File: src/rtl/kb_pkg.sv
// Shared types and helpers for the keypad scan controller.
// Holds the scan FSM state encoding, key-code width, idle column pattern,
// and small combinational helpers for column drive, row priority and code packing.
package kb_pkg;

    localparam int         KEY_W    = 4;
    localparam logic [3:0] COL_IDLE = 4'hF;

    typedef enum logic [1:0] {
        IDLE     = 2'd0,
        SCAN     = 2'd1,
        DEBOUNCE = 2'd2,
        HELD     = 2'd3
    } kb_state_t;

    // Active-low one-cold drive pattern for a column index.
    function automatic logic [3:0] kb_col_drive(input logic [1:0] col);
        return ~(4'b0001 << col);
    endfunction

    // Index of the lowest-numbered row that is pulled low; 0 when none is low,
    // so callers must qualify it with a separate "any pressed" test.
    function automatic logic [1:0] kb_low_row(input logic [3:0] rows);
        logic [1:0] idx;
        idx = 2'd0;
        for (int i = 3; i >= 0; i--) begin
            if (!rows[i]) begin
                idx = 2'(i);
            end
        end
        return idx;
    endfunction

    // Key code layout: {row[1:0], col[1:0]}.
    function automatic logic [KEY_W-1:0] kb_pack_code(input logic [1:0] row,
                                                      input logic [1:0] col);
        return {row, col};
    endfunction

endpackage

File: src/rtl/kb_key_fifo.sv
// Purpose : synchronous show-ahead FIFO for debounced key codes.
// Latency : a push is visible at the head one cycle later; o_head_dat is registered.
// Backpr. : no stall; a push into a full FIFO is ignored unless a pop happens the same cycle.
//
// Ports:
//   clk, reset       clock, synchronous active-high reset
//   i_push/i_push_dat write strobe and data
//   i_pop            consume head; ignored when empty
//   o_head_dat       current head (holds the last head value when empty)
//   o_count          number of stored entries
//   o_full/o_empty   occupancy flags
module kb_key_fifo #(
    parameter int DEPTH = 4,
    parameter int W     = 4
) (
    input  logic                   clk,
    input  logic                   reset,
    input  logic                   i_push,
    input  logic [W-1:0]           i_push_dat,
    input  logic                   i_pop,
    output logic [W-1:0]           o_head_dat,
    output logic [$clog2(DEPTH):0] o_count,
    output logic                   o_full,
    output logic                   o_empty
);

    localparam int PTR_W = (DEPTH > 1) ? $clog2(DEPTH) : 1;
    localparam int CNT_W = $clog2(DEPTH) + 1;

    logic [W-1:0]     r_mem [DEPTH];
    logic [PTR_W-1:0] r_wr_ptr;
    logic [PTR_W-1:0] r_rd_ptr;
    logic [CNT_W-1:0] r_count;
    logic [W-1:0]     r_head;

    logic             w_full;
    logic             w_empty;
    logic             w_pop;
    logic             w_push;
    logic [PTR_W-1:0] w_rd_nxt;
    logic [CNT_W-1:0] w_count_nxt;
    logic [W-1:0]     w_head_nxt;

    function automatic logic [PTR_W-1:0] ptr_inc(input logic [PTR_W-1:0] p);
        return (p == PTR_W'(DEPTH - 1)) ? '0 : p + PTR_W'(1);
    endfunction

    assign w_full  = (r_count == CNT_W'(DEPTH));
    assign w_empty = (r_count == '0);
    assign w_pop   = i_pop && !w_empty;
    // Full is fine as long as the head leaves in the same cycle.
    assign w_push  = i_push && (!w_full || w_pop);

    assign w_rd_nxt = w_pop ? ptr_inc(r_rd_ptr) : r_rd_ptr;

    always_comb begin
        w_count_nxt = r_count;
        case ({w_push, w_pop})
            2'b10:   w_count_nxt = r_count + CNT_W'(1);
            2'b01:   w_count_nxt = r_count - CNT_W'(1);
            default: w_count_nxt = r_count;
        endcase
    end

    // The head register tracks the entry the read pointer will point at next.
    // If that slot is being written this very cycle the memory does not hold
    // it yet, so the incoming data is forwarded instead.
    always_comb begin
        w_head_nxt = r_head;
        if (w_count_nxt != '0) begin
            if (w_push && (w_rd_nxt == r_wr_ptr)) begin
                w_head_nxt = i_push_dat;
            end else begin
                w_head_nxt = r_mem[w_rd_nxt];
            end
        end
    end

    always_ff @(posedge clk) begin
        if (w_push) begin
            r_mem[r_wr_ptr] <= i_push_dat;
        end
    end

    always_ff @(posedge clk) begin
        if (reset) begin
            r_wr_ptr <= '0;
            r_rd_ptr <= '0;
            r_count  <= '0;
            r_head   <= '0;
        end else begin
            if (w_push) begin
                r_wr_ptr <= ptr_inc(r_wr_ptr);
            end
            r_rd_ptr <= w_rd_nxt;
            r_count  <= w_count_nxt;
            r_head   <= w_head_nxt;
        end
    end

    assign o_head_dat = r_head;
    assign o_count    = r_count;
    assign o_full     = w_full;
    assign o_empty    = w_empty;

endmodule

File: src/rtl/kb_scan_ctrl.sv
// Purpose : 4x4 keypad scan sequencer with press/release debounce and a key-code FIFO.
// Latency : code pushed on the tick completing the debounce; key_valid rises one cycle later.
// Backpr. : none toward the keypad; a push into a full FIFO is dropped and flagged in overflow.
//
// Ports:
//   clk, reset      clock, synchronous active-high reset
//   scan_en         1 = scan the matrix, 0 = park in IDLE with all columns released
//   kb_row          raw active-low row inputs (asynchronous to clk)
//   kb_column       active-low column drive, one-cold while scanning, 4'hF when idle
//   key_code        FIFO head {row, col}; key_valid = FIFO not empty
//   key_pop         consume the head
//   fifo_count      FIFO occupancy
//   overflow        sticky dropped-push flag, cleared by ovf_clr (a new drop wins)
module kb_scan_ctrl
    import kb_pkg::*;
#(
    parameter int CLK_FREQ       = 50000000,
    parameter int SCAN_HZ        = 1000,
    parameter int DEBOUNCE_SCANS = 4,
    parameter int FIFO_DEPTH     = 4
) (
    input  logic                        clk,
    input  logic                        reset,
    input  logic                        scan_en,
    input  logic [3:0]                  kb_row,
    output logic [3:0]                  kb_column,
    output logic [KEY_W-1:0]            key_code,
    output logic                        key_valid,
    input  logic                        key_pop,
    output logic [$clog2(FIFO_DEPTH):0] fifo_count,
    output logic                        overflow,
    input  logic                        ovf_clr
);

    // DWELL must be at least 4 and DEBOUNCE_SCANS within 2..15.
    localparam int         DWELL      = CLK_FREQ / SCAN_HZ;
    localparam int         CNT_W      = (DWELL > 1) ? $clog2(DWELL) : 1;
    localparam logic [3:0] DBC_TARGET = 4'(DEBOUNCE_SCANS);

    kb_state_t        r_state;
    logic [1:0]       r_col;
    logic [3:0]       r_column;
    logic [CNT_W-1:0] r_tick_cnt;
    logic [3:0]       r_dbc;
    logic [3:0]       r_rel;
    logic [1:0]       r_cand_row;
    logic [3:0]       r_row_s1;
    logic [3:0]       r_row_s2;
    logic             r_overflow;

    logic             w_tick;
    logic             w_pressed;
    logic [1:0]       w_low_row;
    logic [1:0]       w_col_nxt;
    logic             w_cand_match;
    logic             w_dbc_done;
    logic             w_rel_done;
    logic             w_push;
    logic [KEY_W-1:0] w_push_code;
    logic             w_drop;
    logic             w_fifo_full;
    logic             w_fifo_empty;

    // Two-flop synchronizer for the asynchronous row inputs. Reset to
    // "all released" so nothing looks pressed straight out of reset.
    always_ff @(posedge clk) begin
        if (reset) begin
            r_row_s1 <= 4'hF;
            r_row_s2 <= 4'hF;
        end else begin
            r_row_s1 <= kb_row;
            r_row_s2 <= r_row_s1;
        end
    end

    assign w_tick       = (r_tick_cnt == CNT_W'(DWELL - 1));
    assign w_pressed    = ~&r_row_s2;
    assign w_low_row    = kb_low_row(r_row_s2);
    assign w_col_nxt    = r_col + 2'd1;
    assign w_cand_match = w_pressed && (w_low_row == r_cand_row);
    assign w_dbc_done   = ((r_dbc + 4'd1) == DBC_TARGET);
    assign w_rel_done   = ((r_rel + 4'd1) == DBC_TARGET);

    // The push fires on the same tick that moves DEBOUNCE into HELD.
    // Dropping scan_en on that very cycle discards the press.
    assign w_push      = !reset && scan_en && (r_state == DEBOUNCE) &&
                         w_tick && w_cand_match && w_dbc_done;
    assign w_push_code = kb_pack_code(r_cand_row, r_col);

    always_ff @(posedge clk) begin
        if (reset) begin
            r_state    <= IDLE;
            r_col      <= 2'd0;
            r_column   <= COL_IDLE;
            r_tick_cnt <= '0;
            r_dbc      <= 4'd0;
            r_rel      <= 4'd0;
            r_cand_row <= 2'd0;
        end else if (!scan_en) begin
            r_state    <= IDLE;
            r_column   <= COL_IDLE;
            r_tick_cnt <= '0;
            r_dbc      <= 4'd0;
            r_rel      <= 4'd0;
        end else begin
            // The dwell counter free-runs while scanning and wraps on the tick;
            // every column change happens on a tick, so the wrap is the clear.
            if (r_state != IDLE) begin
                r_tick_cnt <= w_tick ? '0 : r_tick_cnt + CNT_W'(1);
            end

            case (r_state)
                IDLE: begin
                    r_state    <= SCAN;
                    r_col      <= 2'd0;
                    r_column   <= kb_col_drive(2'd0);
                    r_tick_cnt <= '0;
                end

                SCAN: begin
                    if (w_tick) begin
                        if (w_pressed) begin
                            r_cand_row <= w_low_row;
                            r_dbc      <= 4'd1;
                            r_state    <= DEBOUNCE;
                        end else begin
                            r_col    <= w_col_nxt;
                            r_column <= kb_col_drive(w_col_nxt);
                        end
                    end
                end

                DEBOUNCE: begin
                    if (w_tick) begin
                        if (w_cand_match) begin
                            if (w_dbc_done) begin
                                r_state <= HELD;
                                r_dbc   <= 4'd0;
                                r_rel   <= 4'd0;
                            end else begin
                                r_dbc <= r_dbc + 4'd1;
                            end
                        end else begin
                            // Bounce or a different row: give up on this column.
                            r_state  <= SCAN;
                            r_dbc    <= 4'd0;
                            r_col    <= w_col_nxt;
                            r_column <= kb_col_drive(w_col_nxt);
                        end
                    end
                end

                HELD: begin
                    // Only a full run of released ticks ends the hold; any
                    // low row restarts the release count. No auto-repeat.
                    if (w_tick) begin
                        if (w_pressed) begin
                            r_rel <= 4'd0;
                        end else if (w_rel_done) begin
                            r_rel    <= 4'd0;
                            r_state  <= SCAN;
                            r_col    <= w_col_nxt;
                            r_column <= kb_col_drive(w_col_nxt);
                        end else begin
                            r_rel <= r_rel + 4'd1;
                        end
                    end
                end

                default: begin
                    r_state  <= IDLE;
                    r_column <= COL_IDLE;
                end
            endcase
        end
    end

    kb_key_fifo #(
        .DEPTH (FIFO_DEPTH),
        .W     (KEY_W)
    ) u_fifo (
        .clk        (clk),
        .reset      (reset),
        .i_push     (w_push),
        .i_push_dat (w_push_code),
        .i_pop      (key_pop),
        .o_head_dat (key_code),
        .o_count    (fifo_count),
        .o_full     (w_fifo_full),
        .o_empty    (w_fifo_empty)
    );

    // A full FIFO still accepts a push when the head is popped alongside it.
    assign w_drop = w_push && w_fifo_full && !key_pop;

    always_ff @(posedge clk) begin
        if (reset) begin
            r_overflow <= 1'b0;
        end else if (w_drop) begin
            r_overflow <= 1'b1;
        end else if (ovf_clr) begin
            r_overflow <= 1'b0;
        end
    end

    assign kb_column = r_column;
    assign key_valid = ~w_fifo_empty;
    assign overflow  = r_overflow;

endmodule
File: config.mk
export PLATFORM = sky130hd
export DESIGN_NAME = kb_scan_ctrl
export DESIGN_NICKNAME = d
export VERILOG_FILES = /design/src/rtl/kb_pkg.sv /design/src/rtl/kb_key_fifo.sv /design/src/rtl/kb_scan_ctrl.sv
export SDC_FILE = /design/constraint.sdc
export NUM_CORES = 1
export LEC_CHECK = 0
export ABC_AREA = 1
export CAP_MARGIN = 10
export CORE_MARGIN = 2
export CORE_UTILIZATION = 54
export DETAILED_ROUTE_END_ITERATION = 8
export PLACE_DENSITY = 0.76
export SYNTH_ARGS = -nofsm -noshare
export SYNTH_HDL_FRONTEND = slang
export SYNTH_SLANG_ARGS = --single-unit
File: constraint.sdc
create_clock -name clk -period 2.7 [get_ports clk]
set_clock_uncertainty 0.1 [all_clocks]
set_input_delay 0.27 -clock clk [delete_from_list [all_inputs] [get_ports clk]]
set_output_delay 0.27 -clock clk [all_outputs]
set_load 0.02 [all_outputs]
# Word level (Yosys, flattened, before mapping)
# Memory sizes are Yosys's and may differ from the RTL's. A register that Yosys moved wholly into a read port is not among the register bits.
# Cells that the tools add are included.
# totals
in_bits	9
out_inout_bits	13
ramBits	16
ff_bits	50
memories	1
# classes
mux	51
eq_ne	23
reduce_logical	32
n_shift	1
n_bitwise	4
add_sub_neg	8
# memory_table
memory	words	width	rd	rd_clocked_by_memory_dff	write_ports	line	text
u_fifo.r_mem	4	4	1	1	1	kb_key_fifo.sv:30	logic [W-1:0] r_mem [DEPTH];
# op_table
cell	count
two-way mux 4 bit	18
two-way mux 2 bit	22
!= test 2 bit (second input constant)	10
adder 16 x 1 -> 16 bit (second input constant)	1
== test 16 bit (second input constant)	1
two-way mux 16 bit	1
case mux 2 bit (4 select lines)	2
case mux 4 bit (2 select lines)	2
case mux 4 bit (4 select lines)	1
AND reduction 7 bit	2
AND reduction 4 bit	3
== test 2 bit (second input constant)	5
logical AND 1 bit	10
adder 4 x 1 -> 4 bit (second input constant)	2
== test 4 x 3 -> 1 bit (second input constant)	2
AND reduction 8 bit	1
nonzero test 2 bit	4
adder 2 x 1 -> 2 bit (second input constant)	3
case mux 3 bit (2 select lines)	1
logical NOT 1 bit	5
AND reduction 5 bit	1
== test 2 x 1 -> 1 bit (second input constant)	2
two-way mux 1 bit	4
inverter 4 bit	1
other kinds (13)	15

# Logic depth before layout (Yosys ltp)
# Gate-level depths: netlist of run 1.
# depth
ltp_word	12
ltp_mapped	20

# Hierarchy
# A second synthesis of run 1 with hierarchy kept.
# unflattened
hier_cells	493
area_unflattened_um2	3804.9
# modules_own_cells
mod	seq_area_each_um2	area_per_inst_um2	cells_per_inst	instances
kb_scan_ctrl	860.8	2343.5	327	1
kb_key_fifo	700.7	1461.4	166	1

# Least setup slack after synthesis of run 1
# No wires, ideal clock.
# synth_timing
path_type	register to register
from	reg r_tick_cnt[0]
to	reg u_fifo.r_head[0] (netlist: u_fifo.o_head_dat[0]) (read register of u_fifo.r_mem)
required_ps	2491
path_slack_ps	-6
t_arrival_ps	2497
stages_incl_launch_ff	20
setup_ps	109
n_path_buf	0
cell_sequence	dfxtp_1 > ha_1 > nand2_1 > inv_2 > nand2_1 > nor2_4 > nand4_1 > nor2_2 > nand2_2 > ha_1 > inv_1 > fa_1 > nor2_1 > a21oi_1 > nand2_1 > nor2_1 > inv_1 > nand3_1 > nand2_1 > inv_1
# synth_between
elab_chain_cells	8
# synth_rtl
element	line	text
start: declaration	kb_scan_ctrl.sv:43	logic [CNT_W-1:0] r_tick_cnt;
start signal: assignment	kb_scan_ctrl.sv:109	r_tick_cnt <= w_tick ? '0 : r_tick_cnt + CNT_W'(1);
== test 16 bit *	kb_scan_ctrl.sv:76	assign w_tick = (r_tick_cnt == CNT_W'(DWELL - 1));
logical AND 1 bit *	kb_scan_ctrl.sv:86	assign w_push = !reset && scan_en && (r_state == DEBOUNCE) &&
logical AND 1 bit * (2 in a row)	kb_scan_ctrl.sv:87	w_tick && w_cand_match && w_dbc_done;
logical AND 1 bit *	kb_key_fifo.sv:52	assign w_push = i_push && (!w_full || w_pop);
== test 2 x 1 -> 1 bit or == test 2 bit (tied branches)	kb_key_fifo.sv:58	case ({w_push, w_pop})
case mux 3 bit (2 select lines) *	kb_key_fifo.sv:58	
nonzero test 3 bit *	kb_key_fifo.sv:70	if (w_count_nxt != '0) begin
end: declaration	kb_key_fifo.sv:34	logic [W-1:0] r_head;
# Mark *: on every way between the ends. The rest lies on a longest branch, timed or not.
# A chain may end at the register's enable or synchronous reset.

# Worst setup path after layout of run 1
# layout_timing
from	reg r_tick_cnt[1]
to	reg u_fifo.r_head[3] (netlist: u_fifo.o_head_dat[3]) (read register of u_fifo.r_mem)
# Same word-level chain as after synthesis.

==> flow_summary.yaml, run 1 <==
status:
  status: "completed"
sta:
  layout_setup_ws_ps: 37.8
  period_needed_ps: 2660
  fin_crit_sh_pct: 98.6
  max_slew_margin_pct: 75.5
  final_max_slew_viol_count: 0
  fmax_mhz: 376
  tightestPinTransition_ps: 367
  rsz0062_at_grt: "true"
  timing.final.hold_violations: 0
  setup_viol: 0
detailed_routing:
  vias: 3093
  ant_nets: 0
  drc: 0
  wire_per_inst_um: 12.1
  routed_wl_um: 7480
  drt-initial-drc-count: 159
  viasPerCell: 5.01
  dr.pass1.iters: 4
cts:
  cts_root_buffer: "clkbuf_8"
  cts-buffers-inserted: 9
  cts_htree_levels: 3
  cts_hold_buf: 0
  cts.sinks: 70
  clock_latency_ps: 340
  cts_tree: "built"
  cts_buffer_depth: 2
  clk_pin_slew_ps: 80
critical_path:
  cp.required_ps: 2900
  start_kind: "flip-flop"
  rr_startpoint: "r_tick_cnt[1]$_SDFFE_PP0N_"
  worstSetupStartpoint: "r_tick_cnt[1]$_SDFFE_PP0N_"
  rr_worst_depth: 20
  reg2reg_slack_ps: 40
  critPathKind: "reg2reg"
  r2r-end: "u_fifo.o_head_dat[3]$_SDFFE_PP0P_"
  cp-end-kind: "flip-flop"
  crit_arrival_ps: 2860
  crit_fanout: 8
finish:
  multiInputGateArea_um2: 1950
  area_growth_syn_to_layout_pct: 20.2
  register_area_um2: 1570
  layout-drive-gt1-share_pct: 23.5
  fin_cells: 617
  fillers: 548
  nets: 561
  diodes: 0
die:
  io_pins: 22
  rows: 30
  dieWidth_um: 87.1
  die_area_um2: 7580
  core-area_um2: 6720
  initial_core_util_pct: 55.5
  dieHeight_um: 87.1
synth:
  ys_ff_latch: 70
  synth_top_area_share_pct: 29.0
  yosysWarnings: 0
  ys_top_cells_by_area: "dfxtp_1 29%, edfxtp_1 13%, nand2_1 11%"
  synthesis.area_um2: 3730
  syn_avg_cell_area_um2: 7.76
  ys_types: 40
  syn_nets: 509
  yosysSeqAreaShare_pct: 41.9
  yosysTopAreaCell: "dfxtp_1"
  syn_inst: 480
place:
  port_buffers: 21
  dp_hpwl_um: 5530
  dp_slack_ps: -123
  dp.cells: 595
  gp_congestion: 0.849
grt:
  grt_remaining_overflow: 0
  grt_pass1_vias: 2832
  antenna_found_initial: 0
  track_usage_pct: 20.4
  grt_start_max_net_pins: 23
  grt_pass1_wl_um: 12200
worst_hold_path:
  worstHoldPathCells: 1
  worstHoldEndpoint: "r_row_s2[3]$_SDFF_PP1_"
  worstHoldPathType: "reg2reg"
  min_from: "r_row_s1[3]$_SDFF_PP1_"
power_and_ir_drop:
  powerDensity_nw_per_um2: 478
  peakVddDrop_uv: 316
  finalPower_uw: 2140
  leakage_uw: 0.00184
flow_run:
  maxCapViolations: 0
worst max-delay path, cell delays in order (launching register included):
cell     delay (ps)
dfxtp_2         360
ha_4            140
nand2_2          50
inv_2            90
nand2_2          60
nor2_4          110
nand4_1         110
nor2_2          160
nand2_2         110
ha_4            180
inv_4            50
fa_2            430
nor2_2          100
a21oi_2          40
nand2_1          90
nor2_2           60
inv_4           110
nor2_2           40
nor2_1          120
nand2_1          60
inv_1            40
cells in the mapped netlist:
cell / instances
o21ai_1: 4
a21boi_0: 1
nand4_1: 6
nand2_1: 105
o22ai_2: 1
nor2_4: 7
nor3_1: 9
nand4_2: 1
a21oi_1: 19
a21oi_2: 2
inv_2: 10
nor2_1: 60
and3_1: 2
nand3_2: 4
or2_2: 8
o21ai_2: 1
nor3_2: 3
nand2_4: 4
xor2_1: 5
xnor2_1: 3
nand2_2: 9
inv_1: 57
a211oi_1: 2
fa_1: 1
a31oi_1: 3
or2_4: 1
clkbuf_1: 1
o21ai_0: 14
nor2_2: 8
dfxtp_1: 54
a31o_2: 1
nand3b_1: 2
o21a_1: 2
clkinv_1: 3
edfxtp_1: 16
nand3_1: 28
ha_1: 19
buf_6: 2
clkbuf_2: 1
a211oi_2: 1
through the flow:
stage                     cell area [um^2]  setup TNS [ps]  utilization, %  hold slack, ps
after global placement                4140           -91.8            61.6             294
after global routing                  4480            -615            66.7             333
after CTS                             4340               0            64.6             314
after detailed placement              4140            -421            61.6             293
final                                 4480               0            66.7             312
after floorplan                       3730               0               -             274
worst max path at each step:
stage	end	slack, ps	depth (start not counted)
after global placement	u_fifo.o_head_dat[2]$_SDFFE_PP0P_	-30	19
after CTS	u_fifo.o_head_dat[3]$_SDFFE_PP0P_	20	20
after floorplan	u_fifo.o_head_dat[0]$_SDFFE_PP0P_	40	17
final	u_fifo.o_head_dat[3]$_SDFFE_PP0P_	40	20
after detailed placement	u_fifo.o_head_dat[3]$_SDFFE_PP0P_	-120	19
after global routing	u_fifo.o_head_dat[2]$_SDFFE_PP0P_	-180	20
sequential cells by signal, indices dropped and copies added (netlist names), 3 cells and up:
| register | cells |
|---|---|
| kb_column | 4 |
| r_dbc | 4 |
| r_rel | 4 |
| r_row_s1 | 4 |
| r_row_s2 | 4 |
| r_tick_cnt | 16 |
| u_fifo.o_count | 3 |
| u_fifo.o_head_dat | 4 |
| u_fifo.r_mem | 16 |
cells in the final DEF (no fill, tap or decap), types with 7 or more instances in the layout:
| cell type | instances |
|---|---|
| nand2_2 | 13 |
| o21ai_0 | 13 |
| nor2_1 | 56 |
| inv_2 | 10 |
| nor2_2 | 11 |
| buf_4 | 24 |
| nand2_1 | 101 |
| ha_1 | 16 |
| nand3_1 | 26 |
| or2_2 | 8 |
| a21oi_1 | 17 |
| nor2_4 | 8 |
| dfxtp_2 | 7 |
| clkdlybuf4s50_1 | 21 |
| inv_1 | 55 |
| edfxtp_1 | 16 |
| nor3_1 | 9 |
| clkbuf_8 | 9 |
| dfxtp_1 | 47 |
layout make-up:
class                   count  share of cell area, %
clock buffers               9                   2.77
clock inverters             7                   1.65
flip-flops and latches     70                   35.1
well taps                  80                   2.23
inverters                  70                   5.98
repair buffers             45                   8.72
multi-input cells         336                   43.6
timing repair:
| action | in CTS | in global routing |
|---|---|---|
| buffers inserted | 0 | 6 |
| gates cloned | 0 | 0 |
| setup endpoints to repair | 2 | 4 |
| pin swaps | 1 | 20 |
| gates resized for setup | 1 | 30 |
| endpoints found under the hold margin | 0 | 0 |
logic make-up (layout without fill, tap and decap cells):
| group | count (synthesis) | after routing | synth area share [%] |
|---|---|---|---|
| AO/OA/AOI/OAI | 51 | 51 | 8.09 |
| AND/OR/NAND/NOR | 257 | 257 | 33.3 |
| adder cells (fa/ha/maj) | 20 | 20 | 6.92 |
| buffers and inverters | 74 | 131 | 7.89 |
| XOR/XNOR | 8 | 8 | 1.88 |
| flip-flops | 70 | 70 | 41.9 |
layer usage:
layer	wire [um]	vias up	GRT usage, %
li1	-	1633	-
met1	3300	1405	25.2
met2	3830	43	35.0
met3	255	12	5.40
met4	98	0	5.40
met5	0	-	0
report_power, final:
| part | internal (uW) | total, uW | switching (uW) |
|---|---|---|---|
| clock | 429 | 839 | 410 |
| sequential | 1080 | 1100 | 14.6 |
| combinational | 80.0 | 203 | 123 |
| total | 1590 | 2140 | 548 |
(Power assumes the default switching activity.)
==> run 2: changes to the inputs <==
--- a/config.mk
+++ b/config.mk
@@ -7,10 +7,10 @@
 export LEC_CHECK = 0
 export ABC_AREA = 1
 export CAP_MARGIN = 10
-export CORE_MARGIN = 2
 export CORE_UTILIZATION = 54
 export DETAILED_ROUTE_END_ITERATION = 8
 export PLACE_DENSITY = 0.76
+export SETUP_SLACK_MARGIN = 0.02
 export SYNTH_ARGS = -nofsm -noshare
 export SYNTH_HDL_FRONTEND = slang
 export SYNTH_SLANG_ARGS = --single-unit
==> run 2 against run 1 <==
Effect of this change: cell area down 0.70%; critical path type unchanged; first-iteration DRC count grew 5.0%; sequential power about the same; die area fell by 4.5%; clock-buffer cell count stayed put; highest routed layer unchanged; non-clock buffer count shrank 6; worst setup slack got worse by 8.1 ps; clock power increased by 23%.
==> flow_summary.yaml, run 2 (synthesis results as in run 1) <==
detailed_routing:
  routed_wl_um: 7690
  viasPerCell: 5.15
  drc: 0
  ant_nets: 0
  wire_per_inst_um: 12.6
  dr.pass1.iters: 4
  drt-initial-drc-count: 167
  vias: 3133
sta:
  fmax_mhz: 374
  setup_viol: 0
  tightestPinTransition_ps: 391
  fin_crit_sh_pct: 98.9
  rsz0062_at_grt: "true"
  period_needed_ps: 2670
  setup-tns-final_ps: 0
  max_slew_margin_pct: 73.9
  final_max_slew_viol_count: 0
  timing.final.hold_violations: 0
finish:
  nets: 555
  top_regs: "r_tick_cnt: 16 flops, u_fifo.r_mem: 16 flops"
  final_util_pct: 68.5
  final_area_um2: 4450
  fillers: 543
  multiInputGateArea_um2: 1920
  area_growth_syn_to_layout_pct: 19.4
  register_area_um2: 1570
  final_cell_mix: "104 x nand2_1, 57 x nor2_1, 55 x inv_1"
  layout-drive-gt1-share_pct: 20.7
  final_common_cell: "nand2_1"
  diodes: 0
place:
  port_buffers: 21
  placed_area_um2: 4110
  gp_congestion: 0.845
  dp_hpwl_um: 5560
power_and_ir_drop:
  peakVddDrop_uv: 376
  powerDensity_nw_per_um2: 525
  leakage_uw: 0.00183
grt:
  track_usage_pct: 22.6
  grt_remaining_overflow: 0
  antenna_found_initial: 0
  grt_pass1_vias: 2917
  grt_pass1_wl_um: 12800
  grt_start_max_net_pins: 23
critical_path:
  cp.required_ps: 2900
  reg2reg_slack_ps: 30
  rr_worst_depth: 18
  cp-end-kind: "flip-flop"
  cpLargestDelayFamily: "simple AND/OR/NAND/NOR gates"
  start_kind: "flip-flop"
  max_stage_delay_ps: 440
  critical_path_buf_inv_count: 3
  critPathKind: "reg2reg"
  rr_startpoint: "r_tick_cnt[10]$_SDFFE_PP0N_"
  critical-path-slowest-cell: "fa_2"
  r2r-end: "u_fifo.o_head_dat[1]$_SDFFE_PP0P_"
  crit_fanout: 8
  crit_arrival_ps: 2870
  path_cells: "nor2_2 > nand2_1 > nor2_4 > nand4_1 > nor2_2 > nand2_2 > ha_4 > inv_4 > fa_2 > nor2_2 > a21oi_2 > nand2_1 > nor2_1 > inv_2 > nor2_1 > nor2_1 > nand2_1 > inv_1"
cts:
  cts-buffers-inserted: 9
  cts_tree: "built"
  clock_latency_ps: 350
  cts_htree_levels: 3
  cts_buffer_depth: 2
  cts_root_buffer: "clkbuf_8"
  cts.sinks: 70
  clk_pin_slew_ps: 80
die:
  io_pins: 22
  initial_core_util_pct: 57.4
  dieHeight_um: 85.1
  core-area_um2: 6490
  die_area_um2: 7240
  dieWidth_um: 85.1
  rows: 29
worst_hold_path:
  worstHoldEndpoint: "r_row_s2[1]$_SDFF_PP1_"
  worstHoldPathCells: 1
  min_from: "r_row_s1[1]$_SDFF_PP1_"
  worstHoldPathType: "reg2reg"
flow_run:
  maxCapViolations: 0
status:
  status: "completed"
## run 2: through the flow
| stage | worst slack [ps] | hold slack (ps) | instances | power, uW |
|---|---|---|---|---|
| 2_1_floorplan | 44.2 | 274 | 480 | 1260 |
| 3_3_place_gp | -29.3 | 291 | 589 | 1320 |
| 3_5_place_dp | -135 | 296 | 589 | 1320 |
| 4_1_cts | 22.4 | 314 | 606 | 2350 |
| 5_1_grt | -198 | 328 | 608 | 2420 |
| 6_report | 29.6 | 313 | 608 | 2330 |
## run 2: layer usage
metal	vias up	global-route usage [%]	routed length (um)
met3	9	4.96	257
met4	0	8.63	107
li1	1624	-	-
met2	51	40.1	3790
met1	1449	26.8	3540
met5	-	0	0
## run 2: repair_timing
action | CTS | global route
hold buffers | 0 | 0
endpoints found under the setup margin | 4 | 5
buffers inserted | 1 | 2
pin swaps | 2 | 15
resized for setup | 3 | 17
## run 2: final cells by class
| class | instances | share of cell area, % |
|---|---|---|
| inverters | 70 | 5.96 |
| multi-input cells | 336 | 43.3 |
| well taps | 77 | 2.17 |
| repair buffers | 39 | 7.76 |
| clock inverters | 7 | 2.73 |
| flip-flops and latches | 70 | 35.3 |
| clock buffers | 9 | 2.78 |
## run 2: how the worst max path moves through the flow
| stage | start | endpoint | slack (ps) | cells past startpoint |
|---|---|---|---|---|
| 6_report | r_tick_cnt[10]$_SDFFE_PP0N_ | u_fifo.o_head_dat[1]$_SDFFE_PP0P_ | 30 | 18 |
| 5_1_grt | r_dbc[1]$_SDFFE_PP0P_ | u_fifo.o_head_dat[2]$_SDFFE_PP0P_ | -200 | 18 |
| 4_1_cts | r_tick_cnt[0]$_SDFFE_PP0N_ | u_fifo.o_head_dat[3]$_SDFFE_PP0P_ | 20 | 20 |
| 3_5_place_dp | reset | u_fifo.o_head_dat[3]$_SDFFE_PP0P_ | -140 | 19 |
| 3_3_place_gp | reset | u_fifo.o_head_dat[2]$_SDFFE_PP0P_ | -30 | 19 |
| 2_1_floorplan | u_fifo.o_count[1]$_SDFF_PP0_ | u_fifo.o_head_dat[0]$_SDFFE_PP0P_ | 40 | 17 |
## run 2: power breakdown
part,switching (uW),internal (uW)
Sequential,14.9,1080
Clock,414,618
Combinational,126,78.4
